$ cat src/rtl/mdu_pkg.sv
// mdu_pkg: shared types and constants for the multiply/divide unit (mdu_hilo).
// Optional feature macro: MDU_MULT_REG_EN adds the registered-multiply state MUL_RUN.
// The ALU_* codes normally come from the ALU defines header; the block below only
// supplies them when that header has not been seen in this compilation unit.
`ifndef ALU_MULT
`define ALU_MULT  5'd10
`define ALU_MULTU 5'd11
`define ALU_DIV   5'd12
`define ALU_DIVU  5'd13
`define ALU_MTHI  5'd14
`define ALU_MTLO  5'd15
`define ALU_MFHI  5'd16
`define ALU_MFLO  5'd17
`endif

package mdu_pkg;
    localparam int MDU_DIV_CYCLES = 32;
    localparam int MDU_DATA_W     = 32;

    typedef enum logic [2:0] {
        ST_IDLE    = 3'd0,
        ST_DIV_RUN = 3'd1,
        ST_DONE    = 3'd2,
        ST_HOLD    = 3'd3
`ifdef MDU_MULT_REG_EN
        , ST_MUL_RUN = 3'd4
`endif
    } mdu_state_e;
endpackage

$ cat src/rtl/mdu_hilo_div.sv
// div_radix2: unsigned restoring divider, one quotient bit per cycle.
// start_i loads the operands and clears the counter/remainder; last_o marks the
// cycle performing the final step. Results stay on quot_o/rem_o until the next start.
module div_radix2
    import mdu_pkg::*;
#(
    parameter int W = MDU_DIV_CYCLES
) (
    input  logic         clk,
    input  logic         rst,
    input  logic         start_i,
    input  logic         kill_i,
    input  logic [W-1:0] dividend_i,
    input  logic [W-1:0] divisor_i,
    output logic         last_o,
    output logic [W-1:0] quot_o,
    output logic [W-1:0] rem_o
);
    localparam int CW = $clog2(W);

    logic          run_q, run_d;
    logic [CW-1:0] cnt_q, cnt_d;
    logic [W-1:0]  quo_q, quo_d;
    logic [W-1:0]  rem_q, rem_d;
    logic [W-1:0]  dvs_q, dvs_d;
    logic [W:0]    rem_sh;
    logic [W:0]    diff;

    // One restoring step: shift in the next dividend bit, subtract when no borrow.
    // The quotient register doubles as the dividend shifter.
    always_comb begin
        rem_sh = {rem_q, quo_q[W-1]};
        diff   = rem_sh - {1'b0, dvs_q};
        run_d  = run_q;
        cnt_d  = cnt_q;
        quo_d  = quo_q;
        rem_d  = rem_q;
        dvs_d  = dvs_q;
        if (kill_i) begin
            run_d = 1'b0;
        end else if (start_i) begin
            run_d = 1'b1;
            cnt_d = '0;
            quo_d = dividend_i;
            rem_d = '0;
            dvs_d = divisor_i;
        end else if (run_q) begin
            if (diff[W]) begin
                rem_d = rem_sh[W-1:0];
                quo_d = {quo_q[W-2:0], 1'b0};
            end else begin
                rem_d = diff[W-1:0];
                quo_d = {quo_q[W-2:0], 1'b1};
            end
            cnt_d = cnt_q + CW'(1);
            if (cnt_q == CW'(W-1)) begin
                run_d = 1'b0;
            end
        end
    end

    // Divider state registers, all cleared by reset.
    always_ff @(posedge clk) begin
        if (rst) begin
            run_q <= 1'b0;
            cnt_q <= '0;
            quo_q <= '0;
            rem_q <= '0;
            dvs_q <= '0;
        end else begin
            run_q <= run_d;
            cnt_q <= cnt_d;
            quo_q <= quo_d;
            rem_q <= rem_d;
            dvs_q <= dvs_d;
        end
    end

    assign last_o = run_q && (cnt_q == CW'(W-1));
    assign quot_o = quo_q;
    assign rem_o  = rem_q;
endmodule

$ cat src/rtl/mdu_hilo.sv
// mdu_hilo: EX-stage multiply/divide unit owning the HI/LO register pair.
// Executes MULT/MULTU/DIV/DIVU/MTHI/MTLO/MFHI/MFLO; divides stall the pipeline
// while the radix-2 divider iterates. Sign correction of divide results is done here.
// Optional feature macro: MDU_MULT_REG_EN makes multiply a registered two-cycle op.
module mdu_hilo
    import mdu_pkg::*;
#(
    parameter int DIV_CYCLES = MDU_DIV_CYCLES
) (
    input  logic        clk,
    input  logic        rst,
    input  logic        valid_i,
    input  logic        flush_i,
    input  logic        stall_i,
    input  logic [4:0]  alucontrol_i,
    input  logic [31:0] a_i,
    input  logic [31:0] b_i,
    output logic        stall_o,
    output logic [31:0] rdata_o,
    output logic [31:0] hi_o,
    output logic [31:0] lo_o
);
    mdu_state_e  state_q, state_d;
    logic [31:0] hi_q, hi_d;
    logic [31:0] lo_q, lo_d;
    logic        a_neg_q, a_neg_d;
    logic        b_neg_q, b_neg_d;
    logic        sgn_q, sgn_d;
    logic        bzero_q, bzero_d;
    logic        div_start;
    logic        div_last;
    logic [31:0] div_quot;
    logic [31:0] div_rem;
    logic        op_sgn;
    logic        a_neg, b_neg;
    logic [31:0] abs_a, abs_b;
    logic [31:0] q_fix, r_fix;
`ifdef MDU_MULT_REG_EN
    logic [31:0] mul_a_q, mul_a_d;
    logic [31:0] mul_b_q, mul_b_d;
    logic        mul_sgn_q, mul_sgn_d;
`endif

    // Full 64-bit product; sign-extending both operands gives the signed result.
    function automatic logic [63:0] mul64(input logic sgn, input logic [31:0] a,
                                          input logic [31:0] b);
        logic [63:0] ax;
        logic [63:0] bx;
        ax = {{32{sgn & a[31]}}, a};
        bx = {{32{sgn & b[31]}}, b};
        return ax * bx;
    endfunction

    // Two's-complement negate when requested.
    function automatic logic [31:0] cneg(input logic neg, input logic [31:0] v);
        return neg ? (~v + 32'd1) : v;
    endfunction

    div_radix2 #(.W(DIV_CYCLES)) u_div (
        .clk        (clk),
        .rst        (rst),
        .start_i    (div_start),
        .kill_i     (flush_i),
        .dividend_i (abs_a),
        .divisor_i  (abs_b),
        .last_o     (div_last),
        .quot_o     (div_quot),
        .rem_o      (div_rem)
    );

    // Operand magnitudes for DIV and sign-corrected divide results.
    // Divide by zero forces an all-ones quotient; the remainder already equals a.
    always_comb begin
        op_sgn = (alucontrol_i == `ALU_DIV);
        a_neg  = op_sgn & a_i[31];
        b_neg  = op_sgn & b_i[31];
        abs_a  = cneg(a_neg, a_i);
        abs_b  = cneg(b_neg, b_i);
        q_fix  = bzero_q ? 32'hFFFF_FFFF : cneg(sgn_q & (a_neg_q ^ b_neg_q), div_quot);
        r_fix  = cneg(sgn_q & a_neg_q, div_rem);
    end

    // FSM next state, HI/LO next values and the stall request.
    always_comb begin
        state_d   = state_q;
        hi_d      = hi_q;
        lo_d      = lo_q;
        a_neg_d   = a_neg_q;
        b_neg_d   = b_neg_q;
        sgn_d     = sgn_q;
        bzero_d   = bzero_q;
        div_start = 1'b0;
        stall_o   = 1'b0;
`ifdef MDU_MULT_REG_EN
        mul_a_d   = mul_a_q;
        mul_b_d   = mul_b_q;
        mul_sgn_d = mul_sgn_q;
`endif
        case (state_q)
            ST_IDLE: begin
                if (valid_i && !flush_i) begin
                    case (alucontrol_i)
                        `ALU_DIV, `ALU_DIVU: begin
                            div_start = 1'b1;
                            stall_o   = 1'b1;
                            a_neg_d   = a_neg;
                            b_neg_d   = b_neg;
                            sgn_d     = op_sgn;
                            bzero_d   = (b_i == 32'd0);
                            state_d   = ST_DIV_RUN;
                        end
                        `ALU_MTHI: hi_d = a_i;
                        `ALU_MTLO: lo_d = a_i;
                        `ALU_MULT, `ALU_MULTU: begin
`ifdef MDU_MULT_REG_EN
                            stall_o   = 1'b1;
                            mul_a_d   = a_i;
                            mul_b_d   = b_i;
                            mul_sgn_d = (alucontrol_i == `ALU_MULT);
                            state_d   = ST_MUL_RUN;
`else
                            {hi_d, lo_d} = mul64(alucontrol_i == `ALU_MULT, a_i, b_i);
`endif
                        end
                        default: ;
                    endcase
                end
            end
            ST_DIV_RUN: begin
                stall_o = 1'b1;
                if (flush_i) begin
                    state_d = ST_IDLE;
                end else if (div_last) begin
                    state_d = ST_DONE;
                end
            end
            ST_DONE: begin
                if (flush_i) begin
                    state_d = ST_IDLE;
                end else begin
                    hi_d    = r_fix;
                    lo_d    = q_fix;
                    state_d = stall_i ? ST_HOLD : ST_IDLE;
                end
            end
            ST_HOLD: begin
                if (flush_i || !stall_i) begin
                    state_d = ST_IDLE;
                end
            end
`ifdef MDU_MULT_REG_EN
            ST_MUL_RUN: begin
                if (flush_i) begin
                    state_d = ST_IDLE;
                end else begin
                    {hi_d, lo_d} = mul64(mul_sgn_q, mul_a_q, mul_b_q);
                    state_d      = stall_i ? ST_HOLD : ST_IDLE;
                end
            end
`endif
            default: state_d = ST_IDLE;
        endcase
        if (rst) begin
            stall_o = 1'b0;
        end
    end

    // State, HI/LO and latched divide/multiply context.
    always_ff @(posedge clk) begin
        if (rst) begin
            state_q   <= ST_IDLE;
            hi_q      <= '0;
            lo_q      <= '0;
            a_neg_q   <= 1'b0;
            b_neg_q   <= 1'b0;
            sgn_q     <= 1'b0;
            bzero_q   <= 1'b0;
`ifdef MDU_MULT_REG_EN
            mul_a_q   <= '0;
            mul_b_q   <= '0;
            mul_sgn_q <= 1'b0;
`endif
        end else begin
            state_q   <= state_d;
            hi_q      <= hi_d;
            lo_q      <= lo_d;
            a_neg_q   <= a_neg_d;
            b_neg_q   <= b_neg_d;
            sgn_q     <= sgn_d;
            bzero_q   <= bzero_d;
`ifdef MDU_MULT_REG_EN
            mul_a_q   <= mul_a_d;
            mul_b_q   <= mul_b_d;
            mul_sgn_q <= mul_sgn_d;
`endif
        end
    end

    // Register read port: no bypass, reads the committed HI/LO.
    always_comb begin
        rdata_o = 32'd0;
        if (!rst) begin
            if (alucontrol_i == `ALU_MFHI) begin
                rdata_o = hi_q;
            end else if (alucontrol_i == `ALU_MFLO) begin
                rdata_o = lo_q;
            end
        end
    end

    assign hi_o = hi_q;
    assign lo_o = lo_q;
endmodule
$ cat config.mk
export PLATFORM = sky130hd
export DESIGN_NAME = mdu_hilo
export DESIGN_NICKNAME = d
export VERILOG_FILES = /design/src/rtl/mdu_pkg.sv /design/src/rtl/mdu_hilo_div.sv /design/src/rtl/mdu_hilo.sv
export SDC_FILE = /design/constraint.sdc
export NUM_CORES = 2
export LEC_CHECK = 0
export BUFFER_PORTS_ARGS = -buffer_cell sky130_fd_sc_hd__buf_2
export CORE_MARGIN = 2
export CORE_UTILIZATION = 70
export DETAILED_ROUTE_END_ITERATION = 16
export PLACE_DENSITY = 0.9
export SYNTH_ARGS = -nofsm -noshare
export SYNTH_HDL_FRONTEND = slang
export SYNTH_SLANG_ARGS = --single-unit
export TNS_END_PERCENT = 10
$ cat constraint.sdc
create_clock -name clk -period 15.3 [get_ports clk]
set_clock_uncertainty 0.05 [all_clocks]
set_input_delay 1.53 -clock clk [delete_from_list [all_inputs] [get_ports clk]]
set_output_delay 1.53 -clock clk [all_outputs]
set_load 0.03 [all_outputs]
==> metrics.cfg <==
[clocking]
cts_setup_buffers = 0
clkSinkCount = 172
clk_root_buffer_cell = clkbuf_16
clk_latency_ns = 0.44
hold_buffers = 0
cts_made_buffers = 17
cts_tree = done
htreeDepth = 4
post_cts_resized = 0
max-clock-path-buffers = 2
path_clk_slew_ns = 0.07

[timing]
drv_slew = 0
final.min_clock_period_ns = 10.81
rsz0062_at_grt = false
maxSlewHeadroom = 0.161
tns_ns = 0
max_freq_mhz = 92.5
hold_viol_final = 0
setup_viol_count_final = 0
fin_crit_sh = 0.707
worst_pin_slew_ns = 1.26

[cells_and_area]
seq_area_sq_mm = 0.00344
n_fill_cell = 5052
areaGrowthSynthToFinish_pct = 3.24
final_cell_mix = inv_1 (1210), fa_1 (1126), nand2_1 (998), and2_1 (316), nor2_1 (265)
multi_input_area_sq_mm = 0.0409
layout-drive-gt1-share = 0.0497
fin_nets = 7237
mostFrequentLayoutCell = inv_1

[yosys]
synth_edf_count = 0
synth_fp_nets = 7375
synth_area_sq_mm = 0.0503
avgSynthCellArea_sq_um = 8.49
syn_inst = 5925
synth_ff_type = dfxtp_1
synth_async_sr_flop_share = 0
synth_cell_type_count = 75
ys_warn_count = 0
synth_seq_area_share = 0.0684
synth_seq_cells = 172

[grt]
grt_pass1_vias = 45600
grt-ovfl-total = 0
track_usage = 0.448
antenna_found_initial = 20
grt_max_degree = 96
grt_pass1_wl_microns = 252000

[worst_setup_path]
cp-start-kind = primary input
max_stage_delay_ns = 0.86
endpoint_kind = flop
crit_type = primary input to flop
cp.arrival_ns = 11.09
required_ns = 15.57
crit_slowest_cell = fa_1
cp_max_fo = 52
cp_common_cell = fa_1

[die]
die_h_microns = 272
die_w_microns = 272
dieArea_sq_mm = 0.0740
initial_core_util = 0.705
core_area_sq_mm = 0.0714
rows = 98
ios = 171

[hold_path]
hp-class = flop to flop

[routing]
route.detailed.wl_per_inst_microns = 23.8
ant_nets = 0
first_pass_iters = 6
drtIter0Drc = 4754
drt_wl_total_microns = 161000
drc = 0
vias = 42900
via_per_inst = 6.34

[run]
maxCapViolCount = 0

[place]
dp_hpwl_microns = 122000
port_buffers = 170
globalplace.congestion = 1.04

[outcome]
status = complete, no violations

area by class of cell:
cell class	count	area share
Antenna cell	10	0.000482
Clock buffer	19	0.00853
Clock inverter	13	0.00255
Inverter	1210	0.0875
Multi-Input combinational cell	4161	0.787
Sequential cell	172	0.0663
Tap cell	950	0.0229
Timing Repair Buffer	225	0.0244
critical path, delay by kind of cell:
family / cells / cell delay (ns)
buf+inv: 10 / 2.08
xor+xnor: 1 / 0.23
simple gates: 7 / 1.44
compound gates: 4 / 0.99
fa+ha+maj: 9 / 4.76
Yosys cell counts (50+ instances only):
master | n | area share
a21o_1 | 59 | 0.0088
nor3_1 | 50 | 0.0050
a21oi_1 | 238 | 0.024
o21ai_0 | 113 | 0.011
buf_1 | 57 | 0.0043
a311oi_1 | 51 | 0.0089
dfxtp_1 | 172 | 0.068
xor2_1 | 97 | 0.017
and2_1 | 316 | 0.039
xnor2_1 | 111 | 0.019
clkbuf_1 | 319 | 0.024
inv_1 | 1210 | 0.090
ha_1 | 250 | 0.062
fa_1 | 1126 | 0.45
nand2_1 | 999 | 0.075
mux2i_1 | 69 | 0.014
nor2_1 | 266 | 0.020
flip-flops by register name (all words and copies together), names as in the netlist:
register      count
lo_o             32
b_neg_q           1
state_q           2
u_div.run_q       1
u_div.rem_o      32
u_div.dvs_q      32
sgn_q             1
a_neg_q           1
u_div.quot_o     32
hi_o             32
bzero_q           1
u_div.cnt_q       5
layer usage:
metal	up-vias	global-route usage	wire (microns)
li1	17700	-	-
met1	20900	0.542	53300
met2	3250	0.690	71200
met3	1006	0.138	22300
met4	16	0.309	14100
met5	-	0	203
metrics by stage:
step / hold WS (ns) / setup slack (ns) / std cells / utilization / area, sq um
6_report: 0.410 / 4.49 / 6760 / 0.728 / 51900
4_1_cts: 0.411 / 4.66 / 6750 / 0.727 / 51900
2_1_floorplan: 0.382 / 5.67 / 5925 / - / 50300
3_3_place_gp: 0.392 / 4.49 / 6718 / 0.719 / 51300
3_5_place_dp: 0.401 / 4.18 / 6718 / 0.719 / 51300
5_1_grt: 0.435 / 4.04 / 6753 / 0.728 / 51900
cell families after synthesis:
family / after synthesis / synth area share
compound gates: 711 / 0.0921
xor+xnor: 208 / 0.0362
fa+ha+maj: 1376 / 0.510
buf+inv: 1592 / 0.120
flops: 172 / 0.0684
mux: 70 / 0.0140
simple gates: 1796 / 0.159
final timing paths:
path / from / endpoint / slack [ns] / cells past startpoint
setup / recovery: alucontrol_i[4] / hi_o[26]$_SDFFE_PP0P_ / 4.49 / 31
hold / removal: u_div.dvs_q[25]$_SDFFE_PP0P_ / u_div.dvs_q[25]$_SDFFE_PP0P_ / 0.41 / 2
hold reg to reg: u_div.dvs_q[25]$_SDFFE_PP0P_ / u_div.dvs_q[25]$_SDFFE_PP0P_ / 0.41 / 2
setup reg to reg: u_div.quot_o[31]$_SDFFE_PP0P_ / u_div.rem_o[20]$_SDFFE_PP0P_ / 10.76 / 15
Power is not shown: default switching activity piles up to over one toggle a cycle in this logic, so the estimate is an artifact.
